<file path="src/rtl/calc_pkg.sv">
// ------------------------------------------------------------------
// calc_pkg : shared states, opcodes and default addresses. rev 1.0
// ------------------------------------------------------------------
`default_nettype none

package calc_pkg;

   typedef enum logic [2:0] {
      IDLE    = 3'd0,
      WR_A    = 3'd1,
      WR_B    = 3'd2,
      WR_OP   = 3'd3,
      RESTART = 3'd4,
      RUN     = 3'd5,
      RD_RES  = 3'd6,
      DONE    = 3'd7
   } seq_state_t;

   localparam logic [3:0] OP_ADD = 4'b1000;
   localparam logic [3:0] OP_SUB = 4'b0100;
   localparam logic [3:0] OP_MUL = 4'b0010;
   localparam logic [3:0] OP_DIV = 4'b0001;

   localparam logic [31:0] DEF_OPA_ADDR    = 32'd220;
   localparam logic [31:0] DEF_OPB_ADDR    = 32'd260;
   localparam logic [31:0] DEF_OP_ADDR     = 32'd300;
   localparam logic [31:0] DEF_RESULT_ADDR = 32'd460;
   localparam int          DEF_RUN_CYCLES  = 200;

endpackage

`default_nettype wire

</file>
<file path="src/rtl/run_budget_counter.sv">
// ------------------------------------------------------------------
// run_budget_counter : saturating down-counter bounding a CPU run. rev 1.0
// ------------------------------------------------------------------
`default_nettype none

module run_budget_counter #(
   parameter int RUN_CYCLES = 200
) (
   input  logic clk,
   input  logic rst_n,
   input  logic load,
   input  logic enable,
   output logic expire
);

   localparam int CW = $clog2(RUN_CYCLES + 1);

   logic [CW-1:0] count;

   always_ff @(posedge clk or negedge rst_n) begin
      if (!rst_n) begin
         count <= '0;
      end else if (load) begin
         count <= CW'(RUN_CYCLES);
      end else if (enable && (count != '0)) begin
         count <= count - 1'b1;
      end
   end

   // count==1 marks the final permitted run cycle
   assign expire = (count <= CW'(1));

endmodule

`default_nettype wire

</file>
<file path="src/rtl/calc_run_sequencer.sv">
// ------------------------------------------------------------------
// calc_run_sequencer : loads operands, runs the CPU, reads back result. rev 1.0
// ------------------------------------------------------------------
`default_nettype none

module calc_run_sequencer
   import calc_pkg::*;
#(
   parameter logic [31:0] OPA_ADDR    = DEF_OPA_ADDR,
   parameter logic [31:0] OPB_ADDR    = DEF_OPB_ADDR,
   parameter logic [31:0] OP_ADDR     = DEF_OP_ADDR,
   parameter logic [31:0] RESULT_ADDR = DEF_RESULT_ADDR,
   parameter int          RUN_CYCLES  = DEF_RUN_CYCLES
) (
   input  logic        hz100,
   input  logic        reset,
   input  logic        start,
   input  logic        clear,
   input  logic [31:0] opA,
   input  logic [31:0] opB,
   input  logic [3:0]  opCode,
   input  logic        cpuHalt,
   input  logic [31:0] cpuAddr,
   input  logic [31:0] cpuWData,
   input  logic        cpuWrite,
   input  logic        cpuRead,
   output logic [31:0] cpuRData,
   output logic [31:0] memAddr,
   output logic [31:0] memWData,
   output logic        memWrite,
   output logic        memRead,
   input  logic [31:0] memRData,
   output logic        cpuRestart,
   output logic        cpuEnable,
   output logic        busy,
   output logic        done,
   output logic [31:0] result
);

   seq_state_t  state;
   seq_state_t  nxt;
   logic [31:0] op_a;
   logic [31:0] op_b;
   logic [3:0]  op_code;
   logic        seq_write;
   logic        seq_read;
   logic [31:0] seq_addr;
   logic [31:0] seq_wdata;
   logic        accept;
   logic        expire;

   run_budget_counter #(
      .RUN_CYCLES (RUN_CYCLES)
   ) u_budget (
      .clk    (hz100),
      .rst_n  (reset),
      .load   (state == RESTART),
      .enable (state == RUN),
      .expire (expire)
   );

   assign accept = start && !clear && ((state == IDLE) || (state == DONE));

   always_comb begin
      nxt = state;
      if (clear) begin
         nxt = IDLE;
      end else begin
         case (state)
            IDLE, DONE: if (start) nxt = WR_A;
            WR_A:       nxt = WR_B;
            WR_B:       nxt = WR_OP;
            WR_OP:      nxt = RESTART;
            RESTART:    nxt = RUN;
            RUN:        if (expire || cpuHalt) nxt = RD_RES;
            RD_RES:     nxt = DONE;
            default:    nxt = IDLE;
         endcase
      end
   end

   // Outputs are registered from the next state so they stay pure state decodes
   always_ff @(posedge hz100 or negedge reset) begin
      if (!reset) begin
         state      <= IDLE;
         op_a       <= '0;
         op_b       <= '0;
         op_code    <= '0;
         busy       <= 1'b0;
         done       <= 1'b0;
         cpuEnable  <= 1'b0;
         cpuRestart <= 1'b0;
         seq_write  <= 1'b0;
         seq_read   <= 1'b0;
         seq_addr   <= '0;
         seq_wdata  <= '0;
         result     <= '0;
      end else begin
         state <= nxt;
         if (accept) begin
            op_a    <= opA;
            op_b    <= opB;
            op_code <= opCode;
         end
         busy       <= !((nxt == IDLE) || (nxt == DONE));
         done       <= (nxt == DONE);
         cpuEnable  <= (nxt == RUN);
         cpuRestart <= (nxt == RESTART);
         seq_write  <= (nxt == WR_A) || (nxt == WR_B) || (nxt == WR_OP);
         seq_read   <= (nxt == RD_RES);
         // WR_A is only entered on accept, so operand A comes straight from the port
         case (nxt)
            WR_A: begin
               seq_addr  <= OPA_ADDR;
               seq_wdata <= opA;
            end
            WR_B: begin
               seq_addr  <= OPB_ADDR;
               seq_wdata <= op_b;
            end
            WR_OP: begin
               seq_addr  <= OP_ADDR;
               seq_wdata <= {28'b0, op_code};
            end
            RD_RES: begin
               seq_addr  <= RESULT_ADDR;
               seq_wdata <= '0;
            end
            default: begin
               seq_addr  <= '0;
               seq_wdata <= '0;
            end
         endcase
         if (clear) begin
            result <= '0;
         end else if (state == RD_RES) begin
            result <= memRData;
         end
      end
   end

   always_comb begin
      if (state == RUN) begin
         memAddr  = cpuAddr;
         memWData = cpuWData;
         memWrite = cpuWrite;
         memRead  = cpuRead;
         cpuRData = memRData;
      end else begin
         memAddr  = seq_addr;
         memWData = seq_wdata;
         memWrite = seq_write;
         memRead  = seq_read;
         cpuRData = '0;
      end
   end

endmodule

`default_nettype wire

</file>
<file path="config.mk">
export PLATFORM = sky130hd
export DESIGN_NAME = calc_run_sequencer
export DESIGN_NICKNAME = d
export VERILOG_FILES = /design/src/rtl/calc_pkg.sv /design/src/rtl/run_budget_counter.sv /design/src/rtl/calc_run_sequencer.sv
export SDC_FILE = /design/constraint.sdc
export NUM_CORES = 1
export LEC_CHECK = 0
export CAP_MARGIN = 20
export CORE_MARGIN = 2
export CORE_UTILIZATION = 43
export CTS_CLUSTER_SIZE = 30
export DETAILED_ROUTE_END_ITERATION = 10
export GPL_ROUTABILITY_DRIVEN = 0
export PLACE_DENSITY = 0.9
export SLEW_MARGIN = 10
export SYNTH_ARGS = -nofsm -noshare
export SYNTH_HDL_FRONTEND = slang
export SYNTH_HIERARCHICAL = 1
export SYNTH_SLANG_ARGS = --single-unit
</file>
<file path="constraint.sdc">
create_clock -name hz100 -period 7.95 [get_ports hz100]
set_clock_uncertainty 0.05 [all_clocks]
set_input_delay 1.59 -clock hz100 [delete_from_list [all_inputs] [get_ports hz100]]
set_output_delay 1.59 -clock hz100 [all_outputs]
set_load 0.03 [all_outputs]
</file>
==> summary.txt <==
Synth
  – Cells taking the most area after synthesis: dfrtp_1 (52%), a22o_1 (9.0%), nand2_1 (8.8%)
  – Post-synthesis cell type count: 46
  – Cell type with the highest aggregate area in the netlist: dfrtp_1
  – Most used flip-flop cell after synthesis: dfrtp_1
  – Fraction of the yosys area taken by sequential cells: a little over half
  – Share of Yosys cell area claimed by the top area cell type: between 50% and 60%
  – FF+latch count, synth: approximately 120
  – Number of flops mapped to enable cells by yosys: 0
  – Number of warnings printed during yosys synthesis: 6
  – Synth Area per Inst: about 10 um^2
  – Post-Synthesis Cell Area: roughly 0.006 mm^2
  – Gate count of the mapped netlist: between 500 and 600
  – Number of nets produced by synthesis: about 740
  – Async S/R FF share, synth: 100%

Critical path
  – Capturing element type of the critical path: output port
  – Critical register-to-register path startpoint: state[0]
  – Delay of the slowest cell on the worst path: between 700 and 800 ps
  – Count of buffering cells on the critical path with inverters included: 3
  – Critical path endpoint: memWData[23]
  – Endpoint of the worst-slack reg-to-reg timing path: u_budget/count[5]
  – Beginning of the critical path: state[0]
  – Startpoint kind of the worst setup timing path: flop
  – Series of cell instances along the critical path: and2b_1 -> nand2_1 -> buf_4 -> inv_2 -> nand2_1 -> nand2_1 -> clkdlybuf4s50_1
  – Data required time of the worst path: 6310 ps
  – Maximum net fanout on the critical path: 45
  – Crit path top cell by count: nand2_1
  – Minimum setup slack among reg-to-reg paths: around 4500 ps
  – CP delay by family, top: buffers and inverters
  – Depth of the worst register-to-register path: 7
  – Worst Path Class, Setup: flop to output port
  – Stages on worst setup path: 7
  – Worst Path Arrival: 3310 ps
  – Max stage delay cell, worst path: dfrtp_1

STA
  – Setup repair after global routing missed its margin: no
  – Normalized max-slew margin: roughly 33%
  – Slew Viols, Final: 0
  – Timing-limited maximum frequency: just over 0.2 GHz
  – Minimum clock period after layout: 4950 ps
  – Setup tns final: 0 ps
  – Number of hold-slack violations in the final timing report: 0
  – Transition time at the pin with the least slew margin: between 1000 and 1500 ps
  – Setup Viol. Count Final: 0
  – Final period util: between 60% and 70%

Global route
  – Antenna violations before repair: 0
  – Wire length of the first global-routing pass: 29700 um
  – Vias in the first global route: about 5500
  – Overflow after GRT: 0
  – Largest net degree at the start of global routing: just over 80
  – Global-route usage over all layers: roughly 27%

Hold path
  – Critical hold path startpoint: op_b[4]
  – Worst min path class: flop to flop

Layout
  – Filler Cell Count: approximately 970
  – Count of inserted antenna diode cells: 0
  – Area growth from synthesis to layout: 63.6%
  – Leading cell types in the layout, fill and taps excluded: clkdlybuf4s50_1 (303), nand2_1 (138), dfrtp_1 (122), a22o_1 (60), and3_1 (59)
  – Post-route cell area: 0.00960 mm^2
  – Most common cell after layout, fill and taps aside: clkdlybuf4s50_1
  – NumNets Final: between 1000 and 1500
  – Fraction of layout instances using a drive strength above 1: 10.5%

Drt
  – Avg Vias per Cell: between 5 and 6
  – Final routed DRC violation total: 0
  – Antenna viol nets, final: 0
  – First-pass detailed-route iteration total: 5
  – Final Routed Wirelength: 19500 um
  – Average wire length per cell after detail routing: between 15 and 20 um
  – Total number of vias: ~5500
  – Starting DRC count in detailed routing: slightly below 300

Clock tree
  – TritonCTS Buffers: 17
  – Quantity of hold-fixing buffers added after cts: 0
  – Count of cells resized by post-cts repair: 0
  – Latest clock arrival within the worst-skew pair: ~420 ps
  – Post-CTS setup buffer count: 0
  – H-tree Lvls: 4
  – Buffer type at the clock tree root: clkbuf_16
  – Clock sink total: between 100 and 150
  – Clock Pin Slew Worst Setup and Hold Paths: 60 ps
  – Maximum clock insertion buffer count: 2
  – TritonCTS clock tree: done

Die
  – Initial Util: about 44%
  – Vertical extent of the die: 121 um
  – Count of pins on the block boundary: between 300 and 400
  – Number of cell rows: 42
  – Overall die area: 0.0146 mm^2
  – Die width: approximately 120 um
  – Core area: approximately 0.013 mm^2

Status
  – Run status: completed

Placed design
  – Number of input and output port buffers inserted: about 300
  – Area post-placement: between 0.008 and 0.009 mm^2
  – HPWL reported at the end of detailed placement: about 14000 um

Pwr
  – Static leakage: approximately 0.0044 uW
  – Worst-case vdd ir drop: about 0.2 mV
  – Power density normalized to cell area: roughly 210 mW/mm^2

Flow run
  – Max-capacitance violation count: 0
## registers in the layout, summed over array words and instances, names as in the netlist
| register | flops |
|---|---|
| u_budget/count | 8 |
| result | 32 |
| state | 3 |
| op_b | 32 |
| seq_addr | 6 |
| busy | 1 |
| op_code | 4 |
| cpuRestart | 1 |
| cpuEnable | 1 |
| seq_wdata | 32 |
| done | 1 |
| seq_write | 1 |
| seq_read | 1 |
## area by class of cell
class	instances	area, um^2	area share [%]
Clock buffer	22	474	4.94
Clock inverter	10	138	1.43
Inverter	6	22.5	0.235
Multi-Input combinational cell	388	2550	26.6
Sequential cell	123	3080	32.1
Tap cell	176	220	2.29
Timing Repair Buffer	312	3110	32.4
## cell families after synthesis
| group | count (synthesis) | share of synthesized area [%] |
|---|---|---|
| AO/OA/AOI/OAI | 96 | 13.5 |
| adder cells (fa/ha/maj) | 3 | 0.640 |
| buffers and inverters | 54 | 4.33 |
| flip-flops | 123 | 52.5 |
| multiplexers | 39 | 8.83 |
| AND/OR/NAND/NOR | 250 | 20.2 |
## cell usage after synthesis, types with 4 or more instances
cell type,n
a22o_1,60
o211ai_1,4
nor2_1,20
buf_6,4
o21ai_0,4
mux2_2,17
and3_1,59
a21oi_1,9
nor3_1,8
nand2_1,138
inv_1,4
mux2_4,21
dfrtp_1,123
clkbuf_1,24
nand3_1,6
o2111ai_1,4
buf_2,17
## where the power goes
group / internal, uW / switching (uW) / total, uW / leakage (uW)
Combinational: 241 / 206 / 447 / 0.00250
Sequential: 719 / 70.2 / 789 / 0.00160
Clock: 517 / 278 / 795 / 0.000296
## routing by layer
metal	GRT usage [%]	part of all wire [%]
met4	11.3	3.4
met1	34.2	41
met3	6.13	4.9
met2	43.9	51
met5	0	0
## worst min-delay path by stage
stage,end,depth (start not counted)
after floorplan,seq_wdata[31],1
after global placement,seq_wdata[14],1
after detailed placement,seq_wdata[6],1
after CTS,seq_wdata[6],1
after global routing,seq_wdata[31],1
final,seq_wdata[4],1
## metrics by stage
step                      setup slack (ps)  power (uW)  cells  hold slack (ps)  utilization, %
after global routing                  2690        2120   1037              461            72.2
after floorplan                       4410        1040    565              412               -
final                                 3000        2030   1037              440            72.2
after global placement                3340        1220   1003              420            67.4
after detailed placement              3220        1240   1003              430            67.4
after CTS                             2770        2040   1035              443            72.0
(Power assumes the default switching activity.)
